<file path="config.mk">
export PLATFORM = sky130hd
export DESIGN_NAME = ahb_master_interface
export DESIGN_NICKNAME = d
export VERILOG_FILES = /design/src/rtl/ahb_master_interface.sv
export SDC_FILE = /design/constraint.sdc
export NUM_CORES = 1
export LEC_CHECK = 0
export ABC_AREA = 1
export BUFFER_PORTS_ARGS = -buffer_cell sky130_fd_sc_hd__buf_4
export CORE_ASPECT_RATIO = 0.8
export CORE_MARGIN = 2
export CORE_UTILIZATION = 51
export CTS_BUF_LIST = sky130_fd_sc_hd__clkbuf_8
export DETAILED_ROUTE_END_ITERATION = 8
export PLACE_DENSITY_LB_ADDON = 0.05
export SLEW_MARGIN = 30
export SYNTH_ARGS = -nofsm -noshare
export SYNTH_HDL_FRONTEND = slang
export SYNTH_SLANG_ARGS = --single-unit
</file>
<file path="constraint.sdc">
create_clock -name hclk -period 2.9 [get_ports hclk]
set_clock_uncertainty 0.05 [all_clocks]
set_input_delay 0.29 -clock hclk [delete_from_list [all_inputs] [get_ports hclk]]
set_output_delay 0.29 -clock hclk [all_outputs]
set_load 0.02 [all_outputs]
</file>
<file path="src/rtl/ahb_master_interface.sv">
// ---------------------------------------------------------------------------
// ahb_master_interface
//
// Turns a single burst command (start address, direction, beat count) into
// AHB-Lite word transfers. The first beat is NONSEQ and later beats are SEQ
// at +4, except that a beat whose address lands on a 1 KB boundary is
// re-issued as NONSEQ. Write words are pulled from a FIFO-like source one per
// accepted address phase. Read words are forwarded straight from hrdata.
//
// Optional feature:
//   AHB_MASTER_ERR_EN  when defined, an ERROR response in any data phase
//                      cancels the burst, forces htrans to IDLE in that same
//                      cycle and pulses err and done together. When it is
//                      undefined, hresp is ignored and err is tied low.
//
// Ports:
//   hclk, hresetn                   clock, synchronous active-high reset
//   cmd_valid/cmd_ready             command handshake
//   cmd_write, cmd_addr, cmd_len    burst direction, start address, beats-1
//   wr_req, wr_data                 write word pop and data
//   rd_valid, rd_data               read word output
//   done, err                       completion / abort pulses
//   hreadyin, hrdata, hresp         AHB slave response
//   haddr, hwrite, htrans, hburst,
//   hsize, hwdata                   AHB master outputs
// ---------------------------------------------------------------------------
module ahb_master_interface (
  input  logic        hclk,
  input  logic        hresetn,
  input  logic        cmd_valid,
  output logic        cmd_ready,
  input  logic        cmd_write,
  input  logic [31:0] cmd_addr,
  input  logic [3:0]  cmd_len,
  output logic        wr_req,
  input  logic [31:0] wr_data,
  output logic        rd_valid,
  output logic [31:0] rd_data,
  output logic        done,
  output logic        err,
  input  logic        hreadyin,
  input  logic [31:0] hrdata,
  input  logic [1:0]  hresp,
  output logic [31:0] haddr,
  output logic        hwrite,
  output logic [1:0]  htrans,
  output logic [2:0]  hburst,
  output logic [2:0]  hsize,
  output logic [31:0] hwdata
);

  localparam logic [2:0] HSIZE_WORD   = 3'b010;
  localparam logic [1:0] TRANS_IDLE   = 2'b00;
  localparam logic [1:0] TRANS_NONSEQ = 2'b10;
  localparam logic [1:0] TRANS_SEQ    = 2'b11;
  localparam logic [2:0] BURST_SINGLE = 3'b000;
  localparam logic [2:0] BURST_INCR   = 3'b001;

  typedef enum logic [1:0] {
    S_IDLE,
    S_ADDR,
    S_LAST
  } state_t;

  state_t      state;
  logic [1:0]  htrans_q;
  logic [3:0]  beats_left;
  logic        data_phase;
  logic        data_active;
  logic        err_hit;
  logic [31:0] next_addr;

  // A data phase is in flight once the first address of the burst has been
  // accepted; in LAST only the final data phase remains.
  assign data_active = ((state == S_ADDR) && data_phase) || (state == S_LAST);
  assign next_addr   = haddr + 32'd4;

`ifdef AHB_MASTER_ERR_EN
  assign err_hit = data_active && (hresp == 2'b01) && !hresetn;
`else
  logic unused_hresp;
  assign unused_hresp = ^hresp;
  assign err_hit      = 1'b0;
`endif

  // Handshake and data strobes are derived from the registered state. They
  // are gated by reset so that a reset cycle never pops, reads or completes,
  // and an ERROR abort suppresses any transfer in the cycle it is seen.
  assign cmd_ready = (state == S_IDLE) && !hresetn;
  assign wr_req    = hwrite && (state == S_ADDR) && hreadyin && !err_hit && !hresetn;
  assign rd_valid  = !hwrite && data_active && hreadyin && !err_hit && !hresetn;
  assign rd_data   = hrdata;
  assign done      = !hresetn && (((state == S_LAST) && hreadyin) || err_hit);
  assign err       = err_hit;
  assign htrans    = err_hit ? TRANS_IDLE : htrans_q;
  assign hsize     = HSIZE_WORD;

  // Burst sequencer. Address-phase signals only advance on edges where the
  // slave is ready, so a stall holds haddr/htrans/hwdata exactly. The last
  // address moves the FSM to LAST, which idles the bus while the final data
  // phase drains; a new command cannot start until that phase is done.
  always_ff @(posedge hclk) begin
    if (hresetn) begin
      state      <= S_IDLE;
      htrans_q   <= TRANS_IDLE;
      haddr      <= 32'd0;
      hwrite     <= 1'b0;
      hwdata     <= 32'd0;
      hburst     <= BURST_SINGLE;
      beats_left <= 4'd0;
      data_phase <= 1'b0;
    end else begin
      case (state)
        S_IDLE: begin
          if (cmd_valid) begin
            state      <= S_ADDR;
            haddr      <= cmd_addr;
            hwrite     <= cmd_write;
            htrans_q   <= TRANS_NONSEQ;
            hburst     <= (cmd_len == 4'd0) ? BURST_SINGLE : BURST_INCR;
            beats_left <= cmd_len;
            data_phase <= 1'b0;
          end
        end
        S_ADDR: begin
          if (err_hit) begin
            state    <= S_IDLE;
            htrans_q <= TRANS_IDLE;
          end else if (hreadyin) begin
            data_phase <= 1'b1;
            if (hwrite) begin
              hwdata <= wr_data;
            end
            if (beats_left != 4'd0) begin
              beats_left <= beats_left - 4'd1;
              haddr      <= next_addr;
              // Crossing a 1 KB boundary restarts the burst as NONSEQ.
              htrans_q   <= (next_addr[9:0] == 10'd0) ? TRANS_NONSEQ : TRANS_SEQ;
            end else begin
              htrans_q <= TRANS_IDLE;
              state    <= S_LAST;
            end
          end
        end
        S_LAST: begin
          if (err_hit || hreadyin) begin
            state <= S_IDLE;
          end
        end
        default: begin
          state    <= S_IDLE;
          htrans_q <= TRANS_IDLE;
        end
      endcase
    end
  end

endmodule

</file>
After elaboration in Yosys (flattened, before gate mapping)
Cells that the tools add are included.

cells by class
  $add $sub $neg = 2
  equal/unequal tests = 7
  mux-type cells = 22
  bitwise logic cells = 1
  reductions and logical operators = 24

operators by type and width
  kind                   count
  $mux 32                3
  $pmux 32 s2            1
  $add 32x3->32 const B  1
  $mux 2                 7
  $mux 4                 3
  $pmux 2 s3             2
  $logic_and 1x1->1      10
  $logic_not 10->1       1
  $reduce_and 3->1       3
  $ne 2x2->1 const B     4
  $pmux 4 s2             1
  $reduce_and 4->1       2
  $logic_not 4->1        1
  $mux 1                 4
  $reduce_bool 4->1      1
  $sub 4x1->4 const B    1
  $eq 2x1->1 const B     1
  $eq 2x2->1 const B     1
  $logic_not 1->1        2
  $logic_not 2->1        1
  $ne 2x1->1 const B     1
  $pmux 1 s2             1
  $reduce_and 2->1       1
  $reduce_bool 2->1      1
  2 further kinds        2

word-level totals
  register bits = 77
  bits of input ports = 107
  word-level logic and storage cells = 64

Depth between registers and ports, before layout
  word-level depth = 6
  mapped depth = 11

Least setup slack after synthesis
Ideal clock, no wire load.

  path kind = register -> output
  start point = register state[0]
  end point = output port rd_valid
  data arrival time = 1.691 ns
  required time = 2.560 ns
  path slack = 0.869 ns
  cell stages (with the launch flop) = 6
  buffers on the path = 1
  cell sequence = dfxtp_1 -> inv_2 -> nor2_8 -> buf_2 -> nand2_1 -> a2111oi_1

on the way
  cells in the longest elaborated chain, start to end = 6

ends and longest elaborated chain
  what                                line  text
  start, declared                     65    state_t state;
  start signal, assigned              104   state <= S_IDLE;
  start signal, assigned              116   state <= S_ADDR;
  start signal, assigned              127   state <= S_IDLE;
  $eq 2x1->1                          75    assign data_active = ((state == S_ADDR) && data_phase) || (state == S_LAST);
  $logic_and 1x1->1                   75
  $logic_or 1x1->1 (*)                75
  $logic_and 1x1->1 (*) (3 in a row)  91    assign rd_valid = !hwrite && data_active && hreadyin && !err_hit && !hresetn;
  end, declared                       37    output logic rd_valid,

Every way passes the cells marked *; elsewhere a longest branch is shown, timed or not.

Worst setup path in the final report
  start point = register state[0]
  end point = output port wr_req

on the way
  cells in the longest elaborated chain, start to end = 4

ends and longest elaborated chain
  what                            line  text
  $eq 2x1->1                      90    assign wr_req = hwrite && (state == S_ADDR) && hreadyin && !err_hit && !hresetn;
  $logic_and 1x1->1 (3 in a row)  90
  end, declared                   35    output logic wr_req,

No other way between the ends.

==> results.cfg <==
[floorplan]
coreArea_um2 = 8370
die_y_um = 86.4
ioPinCount = 217
dieArea_um2 = 9240
rows = 30
die_x_um = 107
initial_core_util_pct = 51.7

[placed_design]
globalplace.congestion = 0.914
io_buffers = 144
dpl.hpwl_um = 8390

[pwr]
power_density_nw_per_um2 = 574
internal-power_mw = 1.89
clkPwrFrac_pct = 24.9
p_switching_mw = 1.18
leakagePower_nw = 2.28
power.share.sequential_pct = 42.5
p_sw_share_pct = 38.4
vdd_ir_drop_max_uv = 296
power.share.combinational_pct = 32.6

[synth]
synth_area_leaders = dfxtp_1, nand2_1, nor2_1
syn_area_um2 = 4320
synth.largest_area_cell = dfxtp_1
yosysWarnings = 0
yosysSeqAreaShare_pct = 34.7
syn_avg_cell_area_um2 = 6.36
yosys_register_bits = 75
synth_cells = 680
synth_cell_types = 40
synth_top_area_share_pct = 34.7

[critical_path]
path_common_cell = inv_2
cp.required_ps = 2560
critPathKind = flop to primary output
slowest_stage = dfxtp_1
end_kind = primary output
cp_max_fo = 34
cpPeakStageDelay_ps = 410
arrival_ps = 1940
path_cells = inv_2 -> nor2_8 -> nand2_4 -> inv_2 -> nand2_2 -> nor2_1 -> buf_4
start_kind = flop

[global_route]
grt_pass1_wl_um = 18200
grt_max_degree = 48
grt_util_all_layers_pct = 24.6
grt_pass1_vias = 3921
grt_overflow_total = 0
antenna_found_initial = 0

[cts]
cts_resized = 0
clockRootBuffer = clkbuf_8
cts_setup_buffers = 0
cts_made_buffers = 9
clkTransAtPathRegs_ps = 90
tritoncts = done
h-tree-depth = 3
insertion_delay_ps = 360
cts.sinks = 75
clk_path_buf_depth = 2
cts_hold_buf = 0

[routing]
highest_layer = met4
ant_nets = 0
wl_met2_um = 5370
drtIter0Drc = 262
wl_met1_um = 5250
wirelength_um = 11700
dr_wl_met3_um = 840
viasPerCell = 5.14
drcViolationCount = 0
wl_per_cell_um = 13.1
first_pass_iters = 5
via_count = 4581

[finish]
antenna_cells = 0
area_growth_pct = 23.4
drive_gt1_share_pct = 23.6
layout_commonest_cell = nand2_1
mostFrequentLayoutCells = nand2_1, nor2_1, buf_4
final_nets = 885
fin_util_pct = 63.8

[timing]
setup_viol = 0
timing.final.hold_violations = 0
max_freq_mhz = 439
post-route-min-period_ps = 2280
relSlewSlack_pct = 63.0
setup_tns_ps = 0
worstMarginPinSlew_ps = 554
grt_setup_unrepaired = false
maxSlewViolCount = 0
finalCritPeriodShare_pct = 78.5

[worst_hold_path]
min_path_type = input port to flop

[outcome]
status = complete, no violations

[run]
drv_cap = 0
==> sequential cells by signal, summed over array words and instances (netlist names) <==
name / cells
beats_left: 4
haddr: 32
hwdata: 32
data_phase: 1
state: 2
hburst: 1
hwrite: 1
htrans: 2
==> final timing paths <==
path / slack [ps] / to / start / cells after the start
worst max-delay path: 620 / wr_req / state[0] / 7
worst min-delay path: 120 / beats_left[1] / cmd_len[1] / 3
worst max register to register: 820 / hwdata[12] / state[0] / 8
worst min register to register: 420 / data_phase / data_phase / 2
==> power groups by stage <==
stage	clock (mW)	sequential [mW]	combinational (mW)
2_1_floorplan	0	1.41	0.626
3_3_place_gp	0	1.32	0.981
5_1_grt	0.834	1.32	1.10
4_1_cts	0.794	1.30	1.00
3_5_place_dp	0	1.32	0.996
6_report	0.764	1.30	0.998
==> layer usage <==
| layer | track usage (%) | up-vias |
|---|---|---|
| met5 | 0 | - |
| met4 | 9.92 | 0 |
| met3 | 4.81 | 31 |
| met2 | 39.3 | 174 |
| met1 | 33.0 | 2058 |
| li1 | - | 2318 |
==> synth_stat cells <==
master,n
and2_1,2
o21ai_1,11
xnor2_1,1
nor4_1,1
nor3_2,1
clkbuf_1,11
o211ai_1,1
o21ai_0,51
inv_2,4
buf_2,11
nand2_2,4
nand2_1,165
nor3_1,4
or2_0,1
or2_2,2
a2111oi_1,1
o31ai_1,2
o22ai_1,2
conb_1,2
nor2_4,2
nand2_4,3
a31oi_1,6
a21oi_1,39
nand3_1,30
o21a_1,1
nand4_1,5
nor2_2,4
inv_4,1
buf_4,39
nor2_1,149
inv_1,34
xor2_1,1
buf_6,2
buf_1,2
clkbuf_2,1
nor2_8,1
ha_1,3
dfxtp_1,75
nand3b_1,4
a211oi_1,1
==> cell families after synthesis <==
logic type                 synth area share (%)
buffers and inverters                      13.3
and+or+nand+nor                            36.6
DFF                                        34.7
AOI/OAI and AO/OA                          13.9
xor gates and xnor gates                  0.405
adders and majority gates                 0.868
other                                     0.174
==> cell type report <==
| class | count | area [µm²] |
|---|---|---|
| clock buffer | 10 | 138 |
| clock inverter | 6 | 47.5 |
| fill | 805 | 3030 |
| inverter | 39 | 149 |
| multi-input combinational | 504 | 2260 |
| sequential | 75 | 1500 |
| tap | 112 | 140 |
| timing repair buffer | 146 | 1100 |
==> through the flow <==
stage	power (mW)	hold WS (ps)	std cells	setup slack, ps	instance area, µm²
finish	3.07	117	892	624	5340
global route	3.26	118	892	492	5340
CTS	3.10	103	892	619	5340
global placement	2.30	398	876	866	5150
detailed placement	2.32	409	876	840	5150
floorplan	2.04	384	684	869	4340
==> worst max-delay path: cells and delay by family (launching register included) <==
family	cells	cell delay, ps
DFF	1	410
and+or+nand+nor	4	830
buffers and inverters	3	320
(Power assumes the default switching activity.)
